**src/rtl/rriot_bus_master_if.sv**
```systemverilog
// Host command/response, timer bus and irq signals for the RRIOT bus master.
// No timing of its own; all signals are plain wires between master and peers.
// Flow control is cmd_valid/cmd_ready and rsp_valid/rsp_ready.
interface rriot_bus_master_if #(
    parameter int IRQ_COUNT_W = 8
);
    // host command channel
    logic                   cmd_valid;
    logic                   cmd_ready;
    logic                   cmd_write;
    logic [2:0]             cmd_addr;
    logic [7:0]             cmd_wdata;
    // host response channel
    logic                   rsp_valid;
    logic                   rsp_ready;
    logic                   rsp_write;
    logic [7:0]             rsp_data;
    logic                   rsp_err;
    // timer register port
    logic                   bus_enable;
    logic                   bus_we_n;
    logic [2:0]             bus_addr;
    logic [7:0]             bus_dout;
    logic [7:0]             bus_din;
    logic                   bus_oe;
    // interrupt side
    logic                   bus_irq;
    logic                   irq_ack;
    logic                   irq_pending;
    logic [IRQ_COUNT_W-1:0] irq_count;

    modport master (
        input  cmd_valid, cmd_write, cmd_addr, cmd_wdata,
        input  rsp_ready,
        input  bus_din, bus_oe, bus_irq, irq_ack,
        output cmd_ready,
        output rsp_valid, rsp_write, rsp_data, rsp_err,
        output bus_enable, bus_we_n, bus_addr, bus_dout,
        output irq_pending, irq_count
    );

    modport slave (
        output cmd_valid, cmd_write, cmd_addr, cmd_wdata,
        output rsp_ready,
        output bus_din, bus_oe, bus_irq, irq_ack,
        input  cmd_ready,
        input  rsp_valid, rsp_write, rsp_data, rsp_err,
        input  bus_enable, bus_we_n, bus_addr, bus_dout,
        input  irq_pending, irq_count
    );
endinterface

```
**src/rtl/rriot_bus_master.sv**
```systemverilog
// Command-driven initiator for the RRIOT timer register port, plus irq latch/counter.
// Write response 2 edges after accept; read 2+N edges (N = cycle of bus_oe, max READ_TIMEOUT).
// One command in flight; cmd_ready low from accept until rsp_ready is sampled in RESP.
module rriot_bus_master #(
    parameter int READ_TIMEOUT = 4,
    parameter int IRQ_COUNT_W  = 8
) (
    input  logic                clk,
    input  logic                rst,
    rriot_bus_master_if.master  bus
);
    typedef enum logic [1:0] {S_IDLE, S_STROBE, S_WAIT, S_RESP} state_t;

    localparam logic [3:0] TMO_LAST = 4'(READ_TIMEOUT - 1);

    state_t                 state_q, state_d;
    logic                   is_write_q, is_write_d;
    logic [3:0]             tmo_cnt_q, tmo_cnt_d;
    logic                   cmd_ready_q, cmd_ready_d;
    logic                   rsp_valid_q, rsp_valid_d;
    logic                   rsp_write_q, rsp_write_d;
    logic [7:0]             rsp_data_q, rsp_data_d;
    logic                   rsp_err_q, rsp_err_d;
    logic                   bus_enable_q, bus_enable_d;
    logic                   bus_we_n_q, bus_we_n_d;
    logic [2:0]             bus_addr_q, bus_addr_d;
    logic [7:0]             bus_dout_q, bus_dout_d;
    logic                   irq_prev_q, irq_prev_d;
    logic                   irq_pending_q, irq_pending_d;
    logic [IRQ_COUNT_W-1:0] irq_count_q, irq_count_d;
    logic                   irq_event;

    // State register
    always_ff @(posedge clk) begin
        if (rst) state_q <= S_IDLE;
        else     state_q <= state_d;
    end

    // Next-state: oe takes priority over the timeout on the last WAIT edge
    always_comb begin
        state_d = state_q;
        unique case (state_q)
            S_IDLE:   if (bus.cmd_valid) state_d = S_STROBE;
            S_STROBE: state_d = is_write_q ? S_RESP : S_WAIT;
            S_WAIT:   if (bus.bus_oe || (tmo_cnt_q == TMO_LAST)) state_d = S_RESP;
            S_RESP:   if (bus.rsp_ready) state_d = S_IDLE;
            default:  state_d = S_IDLE;
        endcase
    end

    // Output/datapath next values; strobe and we_n fall back to idle levels every cycle
    always_comb begin
        is_write_d   = is_write_q;
        tmo_cnt_d    = tmo_cnt_q;
        rsp_write_d  = rsp_write_q;
        rsp_data_d   = rsp_data_q;
        rsp_err_d    = rsp_err_q;
        bus_enable_d = 1'b0;
        bus_we_n_d   = 1'b1;
        bus_addr_d   = bus_addr_q;
        bus_dout_d   = bus_dout_q;
        cmd_ready_d  = (state_d == S_IDLE);
        rsp_valid_d  = (state_d == S_RESP);
        unique case (state_q)
            S_IDLE: begin
                if (bus.cmd_valid) begin
                    is_write_d   = bus.cmd_write;
                    bus_enable_d = 1'b1;
                    bus_we_n_d   = ~bus.cmd_write;
                    bus_addr_d   = bus.cmd_addr;
                    bus_dout_d   = bus.cmd_wdata;
                end
            end
            S_STROBE: begin
                tmo_cnt_d = 4'd0;
                if (is_write_q) begin
                    rsp_write_d = 1'b1;
                    rsp_data_d  = 8'h00;
                    rsp_err_d   = 1'b0;
                end
            end
            S_WAIT: begin
                if (bus.bus_oe) begin
                    rsp_write_d = 1'b0;
                    rsp_data_d  = bus.bus_din;
                    rsp_err_d   = 1'b0;
                end else if (tmo_cnt_q == TMO_LAST) begin
                    rsp_write_d = 1'b0;
                    rsp_data_d  = 8'h00;
                    rsp_err_d   = 1'b1;
                end else begin
                    tmo_cnt_d = tmo_cnt_q + 4'd1;
                end
            end
            default: ;
        endcase
    end

    // Irq edge detect: a falling edge beats a coincident ack and restarts the count at 1
    always_comb begin
        irq_prev_d    = bus.bus_irq;
        irq_event     = irq_prev_q & ~bus.bus_irq;
        irq_pending_d = irq_pending_q;
        irq_count_d   = irq_count_q;
        if (irq_event) begin
            irq_pending_d = 1'b1;
            if (bus.irq_ack)       irq_count_d = IRQ_COUNT_W'(1);
            else if (~&irq_count_q) irq_count_d = irq_count_q + IRQ_COUNT_W'(1);
        end else if (bus.irq_ack) begin
            irq_pending_d = 1'b0;
            irq_count_d   = '0;
        end
    end

    // Registered outputs and datapath; reset discards any in-flight strobe or response
    always_ff @(posedge clk) begin
        if (rst) begin
            is_write_q    <= 1'b0;
            tmo_cnt_q     <= 4'd0;
            cmd_ready_q   <= 1'b1;
            rsp_valid_q   <= 1'b0;
            rsp_write_q   <= 1'b0;
            rsp_data_q    <= 8'h00;
            rsp_err_q     <= 1'b0;
            bus_enable_q  <= 1'b0;
            bus_we_n_q    <= 1'b1;
            bus_addr_q    <= 3'd0;
            bus_dout_q    <= 8'h00;
            irq_prev_q    <= 1'b1;
            irq_pending_q <= 1'b0;
            irq_count_q   <= '0;
        end else begin
            is_write_q    <= is_write_d;
            tmo_cnt_q     <= tmo_cnt_d;
            cmd_ready_q   <= cmd_ready_d;
            rsp_valid_q   <= rsp_valid_d;
            rsp_write_q   <= rsp_write_d;
            rsp_data_q    <= rsp_data_d;
            rsp_err_q     <= rsp_err_d;
            bus_enable_q  <= bus_enable_d;
            bus_we_n_q    <= bus_we_n_d;
            bus_addr_q    <= bus_addr_d;
            bus_dout_q    <= bus_dout_d;
            irq_prev_q    <= irq_prev_d;
            irq_pending_q <= irq_pending_d;
            irq_count_q   <= irq_count_d;
        end
    end

    assign bus.cmd_ready   = cmd_ready_q;
    assign bus.rsp_valid   = rsp_valid_q;
    assign bus.rsp_write   = rsp_write_q;
    assign bus.rsp_data    = rsp_data_q;
    assign bus.rsp_err     = rsp_err_q;
    assign bus.bus_enable  = bus_enable_q;
    assign bus.bus_we_n    = bus_we_n_q;
    assign bus.bus_addr    = bus_addr_q;
    assign bus.bus_dout    = bus_dout_q;
    assign bus.irq_pending = irq_pending_q;
    assign bus.irq_count   = irq_count_q;
endmodule

```
**src/flat_wrapper.sv**
```systemverilog
// flat-port wrapper written by rule: the top's interface ports become plain ports
module rriot_bus_master_flat 
#(
    parameter int READ_TIMEOUT = 4,
    parameter int IRQ_COUNT_W  = 8
)
  (clk, rst, bus_cmd_valid, bus_cmd_write, bus_cmd_addr, bus_cmd_wdata, bus_rsp_ready, bus_bus_din, bus_bus_oe, bus_bus_irq, bus_irq_ack, bus_cmd_ready, bus_rsp_valid, bus_rsp_write, bus_rsp_data, bus_rsp_err, bus_bus_enable, bus_bus_we_n, bus_bus_addr, bus_bus_dout, bus_irq_pending, bus_irq_count);
  rriot_bus_master_if #(.IRQ_COUNT_W(IRQ_COUNT_W)) bus_i ();
  input  logic clk;
  input  logic rst;
  input wire logic [$bits(bus_i.cmd_valid)-1:0] bus_cmd_valid;
  input wire logic [$bits(bus_i.cmd_write)-1:0] bus_cmd_write;
  input wire logic [$bits(bus_i.cmd_addr)-1:0] bus_cmd_addr;
  input wire logic [$bits(bus_i.cmd_wdata)-1:0] bus_cmd_wdata;
  input wire logic [$bits(bus_i.rsp_ready)-1:0] bus_rsp_ready;
  input wire logic [$bits(bus_i.bus_din)-1:0] bus_bus_din;
  input wire logic [$bits(bus_i.bus_oe)-1:0] bus_bus_oe;
  input wire logic [$bits(bus_i.bus_irq)-1:0] bus_bus_irq;
  input wire logic [$bits(bus_i.irq_ack)-1:0] bus_irq_ack;
  output wire logic [$bits(bus_i.cmd_ready)-1:0] bus_cmd_ready;
  output wire logic [$bits(bus_i.rsp_valid)-1:0] bus_rsp_valid;
  output wire logic [$bits(bus_i.rsp_write)-1:0] bus_rsp_write;
  output wire logic [$bits(bus_i.rsp_data)-1:0] bus_rsp_data;
  output wire logic [$bits(bus_i.rsp_err)-1:0] bus_rsp_err;
  output wire logic [$bits(bus_i.bus_enable)-1:0] bus_bus_enable;
  output wire logic [$bits(bus_i.bus_we_n)-1:0] bus_bus_we_n;
  output wire logic [$bits(bus_i.bus_addr)-1:0] bus_bus_addr;
  output wire logic [$bits(bus_i.bus_dout)-1:0] bus_bus_dout;
  output wire logic [$bits(bus_i.irq_pending)-1:0] bus_irq_pending;
  output wire logic [$bits(bus_i.irq_count)-1:0] bus_irq_count;
  assign bus_i.cmd_valid = bus_cmd_valid;
  assign bus_i.cmd_write = bus_cmd_write;
  assign bus_i.cmd_addr = bus_cmd_addr;
  assign bus_i.cmd_wdata = bus_cmd_wdata;
  assign bus_i.rsp_ready = bus_rsp_ready;
  assign bus_i.bus_din = bus_bus_din;
  assign bus_i.bus_oe = bus_bus_oe;
  assign bus_i.bus_irq = bus_bus_irq;
  assign bus_i.irq_ack = bus_irq_ack;
  assign bus_cmd_ready = bus_i.cmd_ready;
  assign bus_rsp_valid = bus_i.rsp_valid;
  assign bus_rsp_write = bus_i.rsp_write;
  assign bus_rsp_data = bus_i.rsp_data;
  assign bus_rsp_err = bus_i.rsp_err;
  assign bus_bus_enable = bus_i.bus_enable;
  assign bus_bus_we_n = bus_i.bus_we_n;
  assign bus_bus_addr = bus_i.bus_addr;
  assign bus_bus_dout = bus_i.bus_dout;
  assign bus_irq_pending = bus_i.irq_pending;
  assign bus_irq_count = bus_i.irq_count;
  rriot_bus_master #(.READ_TIMEOUT(READ_TIMEOUT), .IRQ_COUNT_W(IRQ_COUNT_W)) u_core (.clk(clk), .rst(rst), .bus(bus_i));
endmodule
```
**config.mk**
```make
export PLATFORM = sky130hd
export DESIGN_NAME = rriot_bus_master_flat
export DESIGN_NICKNAME = d
export VERILOG_FILES = /design/src/rtl/rriot_bus_master_if.sv /design/src/rtl/rriot_bus_master.sv /design/src/flat_wrapper.sv
export SDC_FILE = /design/constraint.sdc
export NUM_CORES = 1
export LEC_CHECK = 0
export CAP_MARGIN = 20
export CORE_MARGIN = 2
export CORE_UTILIZATION = 47
export CTS_BUF_LIST = sky130_fd_sc_hd__clkbuf_2 sky130_fd_sc_hd__clkbuf_4 sky130_fd_sc_hd__clkbuf_8
export CTS_CLUSTER_DIAMETER = 50
export CTS_CLUSTER_SIZE = 10
export DETAILED_ROUTE_END_ITERATION = 7
export PLACE_DENSITY = 0.91
export SLEW_MARGIN = 15
export SYNTH_ARGS = -nofsm -noshare
export SYNTH_HDL_FRONTEND = slang
export SYNTH_SLANG_ARGS = --single-unit
```
**constraint.sdc**
```tcl
create_clock -name clk -period 1.8 [get_ports clk]
set_clock_uncertainty 0.05 [all_clocks]
set_input_delay 0.45 -clock clk [delete_from_list [all_inputs] [get_ports clk]]
set_output_delay 0.45 -clock clk [all_outputs]
set_load 0.005 [all_outputs]
```
---- Yosys cells after proc, flatten, opt, wreduce, memory -nomap -nowiden ----
Cells that the tools add are included.
storage, ports and cells
  logic and storage cells ................. 71
  input bits .............................. 27
  output and inout bits ................... 34
  register bits after elaboration ......... 42
operators by class
  bitwise logic cells ..................... 5
  equality and inequality tests ........... 10
  multiplexer cells ....................... 27
  add/subtract/negate cells ............... 2
  reductions and logical operators ........ 12
operator list
  kind                                                                     number
  8-bit 2-to-1 mux                                                         7
  8-bit one-hot mux with 2 select lines                                    1
  1-bit 2-to-1 mux                                                         10
  8-bit by 1-bit adder with 8-bit output, second input constant            1
  4-bit 2-to-1 mux                                                         2
  2-bit one-hot mux with 4 select lines                                    1
  4-bit one-hot mux with 2 select lines                                    1
  8-bit AND reduction                                                      1
  2-bit == test, second input constant                                     3
  2-bit 2-to-1 mux                                                         3
  2-bit inequality test, second input constant                             3
  3-bit AND reduction                                                      2
  4-bit by 1-bit adder with 4-bit output, second input constant            1
  4-bit by 2-bit == test with 1-bit output, second input constant          1
  2-bit logical NOT                                                        2
  1-bit NOT                                                                4
  1-bit one-hot mux with 2 select lines                                    2
  2-bit AND reduction                                                      2
  2-bit nonzero test                                                       2
  3-bit by 2-bit inequality test with 1-bit output, second input constant  1
  3-bit OR reduction                                                       1
  2-bit by 1-bit == test with 1-bit output, second input constant          1
  2-bit by 1-bit inequality test with 1-bit output, second input constant  1
  2-bit OR reduction                                                       1
  other kinds (2)                                                          2

---- Longest topological paths before layout ----
Gate-level depths: netlist of the first run.
  word-level depth ........................ 5
  mapped depth ............................ 8
  gate-level depth less buffers ........... 6

---- Least setup slack after synthesis of the first run ----
No wires, ideal clock.
  path type ............................... reg2reg
  start point ............................. reg u_core.state_q[0]
  end point ............................... reg u_core.rsp_write_q, in the netlist u_core.bus.rsp_write
  required time ........................... 1.625 ns
  path buffers ............................ 2
  arrival ................................. 1.409 ns
  clock period less this slack ............ 1.584 ns
  cell stages (with the launch flop) ...... 8
  path slack .............................. 0.216 ns
  setup time .............................. 0.125 ns
  path through ............................ dfxtp_1 > inv_1 > ha_1 > buf_2 > nor2b_1 > a21boi_4 > buf_6 > o32ai_1
between the ends
  cells in the longest elaborated chain, start to end .. 3
  elaborated cells on any way between the ends .. 7
  those cells by class .................... 4 x eq/ne; 1 x mux; 2 x reduce/logical
ends and longest elaborated chain
  what                                                                                       line                     text
  start: declaration                                                                         rriot_bus_master.sv:16   state_t state_q, state_d;
  start signal: assignment                                                                   rriot_bus_master.sv:36   else state_q <= state_d;
  2-bit == test or 2-bit by 1-bit == test with 1-bit output (tied branches)                  rriot_bus_master.sv:64   unique case (state_q)
  3-bit by 2-bit inequality test with 1-bit output (no source line) (tied with other cells)  --
  3-bit AND reduction (no source line)                                                       --
  end signal: assignment                                                                     rriot_bus_master.sv:137  rsp_write_q <= rsp_write_d;
  end: declaration                                                                           rriot_bus_master.sv:21   logic rsp_write_q, rsp_write_d;
Parallel ways exist; a longest one is shown, timed or not.
A chain may end at the register's enable or synchronous reset.

---- Final worst setup path of the first run ----
  start point ............................. reg u_core.state_q[0]
  end point ............................... reg u_core.cmd_ready_q, in the netlist u_core.bus.cmd_ready
between the ends
  cells in the longest elaborated chain, start to end .. 3
  elaborated cells on any way between the ends .. 9
  those cells by class .................... 3 x eq/ne; 4 x mux; 2 x reduce/logical
ends and longest elaborated chain
  what                                     line                     text
  2-bit == test (tied with other cells)    rriot_bus_master.sv:42   unique case (state_q)
  2-bit one-hot mux with 4 select lines *  rriot_bus_master.sv:42
  2-bit logical NOT *                      rriot_bus_master.sv:62   cmd_ready_d = (state_d == S_IDLE);
  end signal: assignment                   rriot_bus_master.sv:135  cmd_ready_q <= cmd_ready_d;
  end: declaration                         rriot_bus_master.sv:19   logic cmd_ready_q, cmd_ready_d;
Every way passes the cells marked *; elsewhere a longest branch is shown, timed or not.

==> metrics, run 1 <==
status=finished, final reports clean; CTS root buf=clkbuf_8; Startpoint Class=register; Seq/Total Area, Yosys=44.6%; area delta synth->final=45.7%; cts hold-fix bufs=0; first-pass GRT wire length=6980 um; pins over their slew limit=0; Post-Layout Inst Area=2750 um2; DRC=0; Synth Area per Inst=8.61 um2; CTS tree=built; Worst-path clk slew=0.08 ns; GRT Util Overall=20.3%; Die Wd=67.3 um; top_reg_cell synth=dfxtp_1; Routed WL=4520 um; I/O Buffers=60; hold path startpoint=u_core.bus.bus_addr[2]; clk_lat worst skew=0.29 ns; Crit path buffers/inverters=1; Fmax achieved=0.565 GHz; Rel. slew slack=69.0%; Commonest cells post-synth=dfxtp_1 (42), nand2_1 (35), a21oi_1 (23); Final #Nets=321; routability cong.=0.914; endpoints failing hold=0; placed cells=330; crit end category=register; sw frac=28.4%; Int Power=1.81 mW; n_diodes=0; worst setup path startpoint=u_core.state_q[0]; drt pass-1 iters=4; clock sinks=42; worst IR drop on VDD=0.569 mV; final setup vio count=0; DIE AREA=4530 um2; via count of the first global-routing pass=1,613; Reg2Reg Launch Point=u_core.state_q[0]; Synthesis Warnings=0; worst path cell trace=inv_1, ha_2, nor4bb_4, and4bb_1, nor4b_4, nor2_1; setup bufs post-CTS=0; Tcrit/Tclk final=98.4%; layout cells sized above 1=12.5%; top cells by area in the synthesized netlist=dfxtp_1 (45%), nand2_1 (7.0%), a21oi_1 (6.1%); Synth Instances=219; Antenna Nets Post-Route=0; Critical Path RT=1.93 ns; initial antenna violation count=0; Synth Register Bits=42; post-synth top area cell=dfxtp_1; Final HPWL DP=3230 um; Worst path max stage delay=0.34 ns; number of DRC markers in iteration 0=70; MaxCap Viol Count=0; initial core utilization=47.8%; Resize count post-CTS=0; Seq pwr share=42.1%; CORE AREA=3940 um2; top-count cell post-synth=dfxtp_1; Die H=67.3 um; combinational power share=28.8%; fillers=314; non-filler cells, final=338; total CTS buffers=5; Synth Cell Area=1890 um2; largest delay contributor family on the critical path=simple AND/OR/NAND/NOR gates; grt ovf=0; DR vias=1,761; Hold WC Path Type=reg2reg; WL/cell=13.4 um; Via density=5.21; worst-case clock buffer depth=2; Pwr Density=920 nW/um2; largest net degree at the start of global routing=18; Rows=23; Least-Margin Pin Slew=0.465 ns; Critical Path AT=1.90 ns; Leak=1.01 nW; syn nets=253; RSZ-0062 raised after global routing=true; switching power=0.718 mW; critical path class=reg2reg; critical path's slowest cell=dfxtp_1; dpl cell area=2610 um2; IO Count=61; synth unique cells=43; H-tree levels=2; number of enable flip-flop cells after synthesis=0; Worst Path Max Fanout=5; clock share of power=29.0%; post-synth top area share=44.6%; crit path time final=1.77 ns; async set or reset register ratio after synthesis=0%
==> metrics by stage <==
step,setup TNS (ns),utilization [%],total power [mW],setup WS (ns),hold slack (ns)
after floorplan,0,-,1.46,0.216,0.399
after global placement,-0.00981,66.1,1.78,-0.00981,0.392
after detailed placement,-0.139,66.1,1.80,-0.0740,0.398
after CTS,0,68.8,2.53,0.0142,0.409
after global routing,-0.0592,69.7,2.65,-0.0592,0.430
final,0,69.7,2.53,0.0289,0.407
==> power groups by stage <==
| stage | registers, mW | logic [mW] | clock network (mW) |
|---|---|---|---|
| 3_3_place_gp | 1.08 | 0.695 | 0 |
| 3_5_place_dp | 1.08 | 0.712 | 0 |
| 4_1_cts | 1.06 | 0.719 | 0.746 |
| 5_1_grt | 1.08 | 0.797 | 0.779 |
| 6_report | 1.07 | 0.729 | 0.734 |
| 2_1_floorplan | 1.09 | 0.374 | 0 |
==> placed cells by master (no fill, tap or decap), drive strengths merged, types with 2 or more instances in the layout <==
master | netlist | final
dfxtp | 42 | 42
nand3 | 13 | 13
nor3 | 3 | 3
a211oi | 2 | 2
mux2i | 2 | 2
inv | 7 | 7
a31oi | 2 | 2
nand4 | 2 | 2
nor2 | 12 | 12
or3 | 3 | 3
or2 | 3 | 3
clkinv | 0 | 2
nand2 | 35 | 35
nand2b | 13 | 13
a21oi | 23 | 23
o21bai | 2 | 2
nor4bb | 2 | 2
ha | 7 | 7
nor2b | 7 | 7
clkdlybuf4s50 | 0 | 60
nand4b | 2 | 2
buf | 3 | 10
clkbuf | 6 | 5
o21ai | 12 | 12
==> sequential cells by signal, summed over array words and instances, names as in the netlist <==
register	cells
u_core.bus.bus_dout	8
u_core.bus.rsp_valid	1
u_core.bus.bus_addr	3
u_core.bus.cmd_ready	1
u_core.bus.bus_we_n	1
u_core.is_write_q	1
u_core.state_q	2
u_core.bus.bus_enable	1
u_core.bus.irq_pending	1
u_core.bus.rsp_data	8
u_core.bus.rsp_err	1
u_core.bus.rsp_write	1
u_core.irq_prev_q	1
u_core.tmo_cnt_q	4
u_core.bus.irq_count	8
==> layer usage <==
layer / vias to the layer above / GRT usage [%] / share of wire (%)
li1: 889 / - / -
met1: 812 / 23.7 / 43
met2: 56 / 35.5 / 50
met3: 4 / 6.50 / 5.8
met4: 0 / 6.12 / 1.0
met5: - / 0 / 0
==> area by class of cell <==
cell class | instances | area, um2 | area share, %
clock buffer | 5 | 68.8 | 2.50
clock inverter | 3 | 40.0 | 1.46
inverter | 7 | 26.3 | 0.956
multi-input combinational | 161 | 1000 | 36.5
sequential | 42 | 847 | 30.8
tap | 50 | 62.6 | 2.28
timing repair buffer | 70 | 701 | 25.5
==> worst reg2reg max path, cell delays in order (launching register included) <==
cell,delay (ns)
dfxtp_1,0.34
inv_1,0.15
ha_2,0.26
nor4bb_4,0.23
and4bb_1,0.29
nor4b_4,0.28
nor2_1,0.06
==> path summary, 6_finish.rpt <==
kind | endpoint | slack [ns] | cells past startpoint
max | u_core.bus.cmd_ready | 0.03 | 6
min | u_core.bus.bus_addr[2] | 0.41 | 2
max reg2reg | u_core.bus.cmd_ready | 0.03 | 6
min reg2reg | u_core.bus.bus_addr[2] | 0.41 | 2
==> logic make-up after synthesis <==
family,share of synthesized area [%]
AND/OR/NAND/NOR,29.7
AO/OA/AOI/OAI,15.3
flip-flops,44.6
buffers and inverters,3.72
adder cells (fa/ha/maj),4.64
multiplexers,1.66
XOR/XNOR,0.465
No activity file was read; power rests on OpenSTA's default activity.
==> inputs of run 2 (changes only) <==
--- a/config.mk
+++ b/config.mk
@@ -6,8 +6,10 @@
 export NUM_CORES = 1
 export LEC_CHECK = 0
 export CAP_MARGIN = 20
+export CELL_PAD_IN_SITES_DETAIL_PLACEMENT = 0
+export CELL_PAD_IN_SITES_GLOBAL_PLACEMENT = 2
 export CORE_MARGIN = 2
-export CORE_UTILIZATION = 47
+export CORE_UTILIZATION = 27
 export CTS_BUF_LIST = sky130_fd_sc_hd__clkbuf_2 sky130_fd_sc_hd__clkbuf_4 sky130_fd_sc_hd__clkbuf_8
 export CTS_CLUSTER_DIAMETER = 50
 export CTS_CLUSTER_SIZE = 10
==> run 2 against run 1 <==
Wire length grew 4.6%. Sequential share of layout area shrank 1.1 points. Global-route usage shrank 7.6 points. Sequential cell count is the same. Setup slack gained 0.067 ns. Via count shrank 1.5%. Clock power shrank 11%. Cell count grew 17%. Combinational power grew 9.6%. Design area grew 4.0%. Non-clock buffer count grew 10. Critical path depth shrank 5.
==> metrics, run 2 (synthesized netlist as in run 1, its figures left out) <==
final setup vio count=0 (unchanged); DRC=0 (unchanged); clock sinks=42 (unchanged); Worst-path clk slew=0.09 ns (about the same); clk_lat worst skew=0.29 ns (about the same); Die H=87.6 um (+30%); placed cells=385 (+17%); GRT Util Overall=12.7% (-7.6 points); Hold WC Path Type=reg2reg; Worst Path Max Fanout=4 (-1); Fmax achieved=0.587 GHz (+3.9%); CTS tree=built; drt pass-1 iters=4 (unchanged); total CTS buffers=5 (unchanged); Final HPWL DP=3480 um (+7.6%); number of DRC markers in iteration 0=28 (-60%); Least-Margin Pin Slew=0.249 ns (-0.215 ns); critical path's slowest cell=clkdlybuf4s50_1; Critical Path AT=1.20 ns (-0.70 ns); Critical Path RT=1.30 ns (-0.63 ns); Pwr Density=881 nW/um2 (-4.2%); worst path cell trace=clkdlybuf4s50_1; Rows=30 (+30%); CORE AREA=6790 um2 (+72%); critical path class=reg2out; initial antenna violation count=0 (unchanged); Via density=4.40 (-15%); crit path time final=1.70 ns (-0.0670 ns); first-pass GRT wire length=7730 um (+11%); via count of the first global-routing pass=1,682 (+4.3%); endpoints failing hold=0 (unchanged); status=finished, final reports clean; IO Count=61 (unchanged); grt ovf=0 (unchanged); Antenna Nets Post-Route=0 (unchanged); n_diodes=0 (unchanged); largest net degree at the start of global routing=23 (+5); DIE AREA=7670 um2 (+69%); Rel. slew slack=83.2% (+14 points); worst IR drop on VDD=0.301 mV (-47%); non-filler cells, final=394 (+17%); Final #Nets=331 (+3.1%); Routed WL=4730 um (+4.6%); Post-Layout Inst Area=2860 um2 (+4.0%); MaxCap Viol Count=0 (unchanged); CTS root buf=clkbuf_8; H-tree levels=2 (unchanged); Tcrit/Tclk final=94.7% (-3.7 points); DR vias=1,735 (-1.5%); worst-case clock buffer depth=2 (unchanged); Leak=1.05 nW (+4.0%); Die Wd=87.6 um (+30%); Crit path buffers/inverters=1 (unchanged); initial core utilization=27.8% (-20 points); area delta synth->final=51.5%; Startpoint Class=register; Setup TNS=0 ns (unchanged); routability cong.=0.819 (-10%); commonest non-fill, non-tap cell in the layout=clkdlybuf4s50_1; WL/cell=12.0 um (-10%); dpl cell area=2730 um2 (+4.8%); most frequent cells in the layout=clkdlybuf4s50_1 (60), nand2_1 (35), dfxtp_1 (35); crit end category=primary output; I/O Buffers=60 (unchanged); layout cells sized above 1=15.4% (+2.9 points); pins over their slew limit=0 (unchanged); largest delay contributor family on the critical path=buffers and inverters; Worst path max stage delay=0.52 ns (+0.18 ns); r2r setup slk=0.11 ns (+0.08 ns)
run 2: changes by cell type in the layout (fill, tap and decap cells not counted), sizes merged:
cell      previous run  this run
clkbuf               5         6
bufinv               1         0
clkinvlp             0         1
buf                 10        20
clkinv               2         1
run 2: repair_timing:
| item | 4_1_cts | 5_1_grt |
|---|---|---|
| resized for setup | 1 | 9 |
| buffers inserted | 0 | 1 |
| gates cloned | 0 | 0 |
| pin swaps | 0 | 1 |
| hold buffers | 0 | 0 |
| setup endpoints to repair | 1 | 7 |
run 2: cell type report:
type / count / area (um2)
well taps: 96 / 120
flip-flops and latches: 42 / 850
repair buffers: 80 / 776
clock buffers: 6 / 82.6
fillers: 704 / 3940
inverters: 7 / 26.3
clock inverters: 2 / 12.5
multi-input cells: 161 / 990
run 2: metal layers:
layer / routed length (um) / GRT usage [%]
met5: 0 / 0
met2: 2230 / 20.8
met4: 69 / 4.20
met1: 2230 / 16.4
met3: 198 / 3.39
run 2: power by group:
part	switching [mW]	internal [mW]
Sequential	0.0489	1.01
Combinational	0.359	0.440
Clock	0.346	0.309
Total	0.754	1.76
run 2: worst paths after layout:
| kind | startpoint | end | depth (start not counted) |
|---|---|---|---|
| worst max register to register | u_core.state_q[0] | u_core.bus.cmd_ready | 6 |
| worst max-delay path | u_core.bus.irq_count[7] | bus_irq_count[7] | 1 |
| worst min-delay path | u_core.bus.bus_dout[5] | u_core.bus.bus_dout[5] | 2 |
| worst min register to register | u_core.bus.bus_dout[5] | u_core.bus.bus_dout[5] | 2 |
run 2: through the flow:
step	util, %	total power [mW]	hold WS (ns)	setup slack, ns
finish	42.0	2.52	0.400	0.0959
global route	42.0	2.67	0.426	-0.00326
CTS	41.6	2.54	0.404	0.0134
detailed placement	40.2	1.87	0.391	-0.140
global placement	40.2	1.87	0.388	-0.0185
floorplan	-	1.46	0.399	0.216
==> inputs of run 3 (changes only) <==
--- a/config.mk
+++ b/config.mk
@@ -5,6 +5,7 @@
 export SDC_FILE = /design/constraint.sdc
 export NUM_CORES = 1
 export LEC_CHECK = 0
+export ABC_CLOCK_PERIOD_IN_PS = 1800
 export CAP_MARGIN = 20
 export CELL_PAD_IN_SITES_DETAIL_PLACEMENT = 0
 export CELL_PAD_IN_SITES_GLOBAL_PLACEMENT = 2
@@ -15,6 +16,7 @@
 export CTS_CLUSTER_SIZE = 10
 export DETAILED_ROUTE_END_ITERATION = 7
 export PLACE_DENSITY = 0.91
+export SETUP_SLACK_MARGIN = 0.2
 export SLEW_MARGIN = 15
 export SYNTH_ARGS = -nofsm -noshare
 export SYNTH_HDL_FRONTEND = slang
==> run 3 against run 2 <==
Sequential power hardly changed. Critical endpoint is now u_core.bus.rsp_data[2]. Count of clock-buffer cells in the layout is the same. Non-clock buffer count increased by 12. Combinational power rose by 12%. Critical path type is now reg2reg. Largest power group unchanged. Sequential share of layout area shrank 0.54 points.
==> metrics, run 3 (synthesized netlist as in run 1, its figures left out) <==
clk_lat worst skew=0.30 ns (about the same); CTS tree=built; routability cong.=0.819 (unchanged); first-pass GRT wire length=7860 um (+1.6%); Rows=30 (unchanged); area delta synth->final=62.7%; initial antenna violation count=0 (unchanged); Critical Path AT=1.70 ns (+0.50 ns); crit end category=register; Routed WL=4960 um (+4.8%); final setup vio count=0 (unchanged); endpoints failing hold=0 (unchanged); MaxCap Viol Count=0 (unchanged); CORE AREA=6790 um2 (unchanged); worst hold slack=0.399 ns (-0.00168 ns); M3 GR Usage=3.49% (+0.094 points); H-tree levels=2 (unchanged); total CTS buffers=5 (unchanged); GRT Util Overall=13.0% (+0.27 points); setup ws final=0.238 ns (+0.142 ns); layout cells sized above 1=29.7% (+14 points); global-route track usage on met1=16.1% (-0.29 points); Hold WC Path Type=reg2reg; Pwr Density=857 nW/um2 (-2.8%); CTS root buf=clkbuf_8; drt pass-1 iters=6 (+2); Antenna Nets Post-Route=0 (unchanged); DR vias=1,805 (+4.0%); dpl ws=-0.140 ns (unchanged); Worst Path Max Fanout=12 (+8); most frequent cells in the layout=nand2_1 (34), dlygate4sd2_1 (33), buf_4 (28); grt peak-use layer=met2; I/O Buffers=60 (unchanged); Tcrit/Tclk final=86.8% (-7.9 points); DRC=0 (unchanged); status=finished, final reports clean; worst-case clock buffer depth=2 (unchanged); Rel. slew slack=81.1% (-2.1 points); Via density=4.45 (+0.96%); largest net degree at the start of global routing=23 (unchanged); worst IR drop on VDD=0.302 mV (+0.16%); grt ovf=0 (unchanged); crit path time final=1.56 ns (-0.142 ns); commonest non-fill, non-tap cell in the layout=nand2_1; initial core utilization=27.8% (unchanged); RSZ-0062 raised after global routing=true; Critical Path RT=1.94 ns (+0.64 ns); Worst-path clk slew=0.09 ns (about the same); Fmax achieved=0.640 GHz (+9.1%); number of DRC markers in iteration 0=35 (+25%); clock sinks=42 (unchanged); Startpoint Class=register; critical path class=reg2reg; DIE AREA=7670 um2 (unchanged); Leak=1.30 nW (+24%); routing usage on met2=22.0% (+1.2 points); WL/cell=12.2 um (+1.7%); Final #Nets=343 (+3.6%); IO Count=61 (unchanged); via count of the first global-routing pass=1,717 (+2.1%); n_diodes=0 (unchanged); pins over their slew limit=0 (unchanged); fillers=696 (-1.1%); Die Wd=87.6 um (unchanged); Power, Total=2.63 mW (+4.4%); Least-Margin Pin Slew=0.283 ns (+0.0343 ns); cts hold-fix bufs=0 (unchanged); Final HPWL DP=3480 um (unchanged); Die H=87.6 um (unchanged)
run 3: cell types whose count changed in the layout (fill, tap and decap cells not counted), sizes merged:
cell / change
clkdlybuf4s50: -35
dlygate4sd2: +33
buf: +12
dlymetal6s2s: +2
run 3: metal layers:
| layer | routed length, um | vias to the layer above | share of wire, % |
|---|---|---|---|
| li1 | - | 943 | - |
| met1 | 2270 | 816 | 46 |
| met2 | 2370 | 40 | 48 |
| met3 | 246 | 6 | 5.0 |
| met4 | 69 | 0 | 1.4 |
| met5 | 0 | - | 0 |
run 3: final timing paths:
path                           from                     end  slack (ns)  cells past startpoint
max               u_core.state_q[1]  u_core.bus.rsp_data[2]        0.24                      7
min          u_core.bus.bus_dout[5]  u_core.bus.bus_dout[5]        0.40                      2
max reg2reg       u_core.state_q[1]  u_core.bus.rsp_data[2]        0.24                      7
min reg2reg  u_core.bus.bus_dout[5]  u_core.bus.bus_dout[5]        0.40                      2
run 3: cell type report:
cell class | count | area (um2) | area share (%)
Clock buffer | 6 | 82.6 | 2.69
Clock inverter | 2 | 12.5 | 0.408
Sequential cell | 42 | 896 | 29.2
Multi-Input combinational cell | 161 | 1090 | 35.5
Timing Repair Buffer | 92 | 837 | 27.3
Tap cell | 96 | 120 | 3.92
Inverter | 7 | 31.3 | 1.02
run 3: timing repair:
action,in CTS,in global routing
buffers inserted,9,4
setup endpoints to repair,46,17
pin swaps,3,7
resized for setup,78,21
endpoints found under the hold margin,0,0
run 3: power breakdown:
part,switching [mW],total [mW],internal (mW)
clock,0.350,0.659,0.309
sequential,0.0560,1.08,1.02
combinational,0.401,0.892,0.492
run 3: worst max-delay path: stages, from the launching register on:
cell and delay, ns:
dfxtp_4 0.38, inv_4 0.09, ha_4 0.17, mux2_4 0.32
a21boi_4 0.16, buf_12 0.15, nand3_1 0.07, o21ai_1 0.06
run 3: metrics by stage:
stage | instance area [um2] | std cells | util (%) | TNS [ns]
2_1_floorplan | 1890 | 219 | - | 0
3_3_place_gp | 2730 | 385 | 40.2 | -0.0195
3_5_place_dp | 2730 | 385 | 40.2 | -0.239
4_1_cts | 2960 | 402 | 43.6 | 0
5_1_grt | 3070 | 406 | 45.2 | 0
6_report | 3070 | 406 | 45.2 | 0
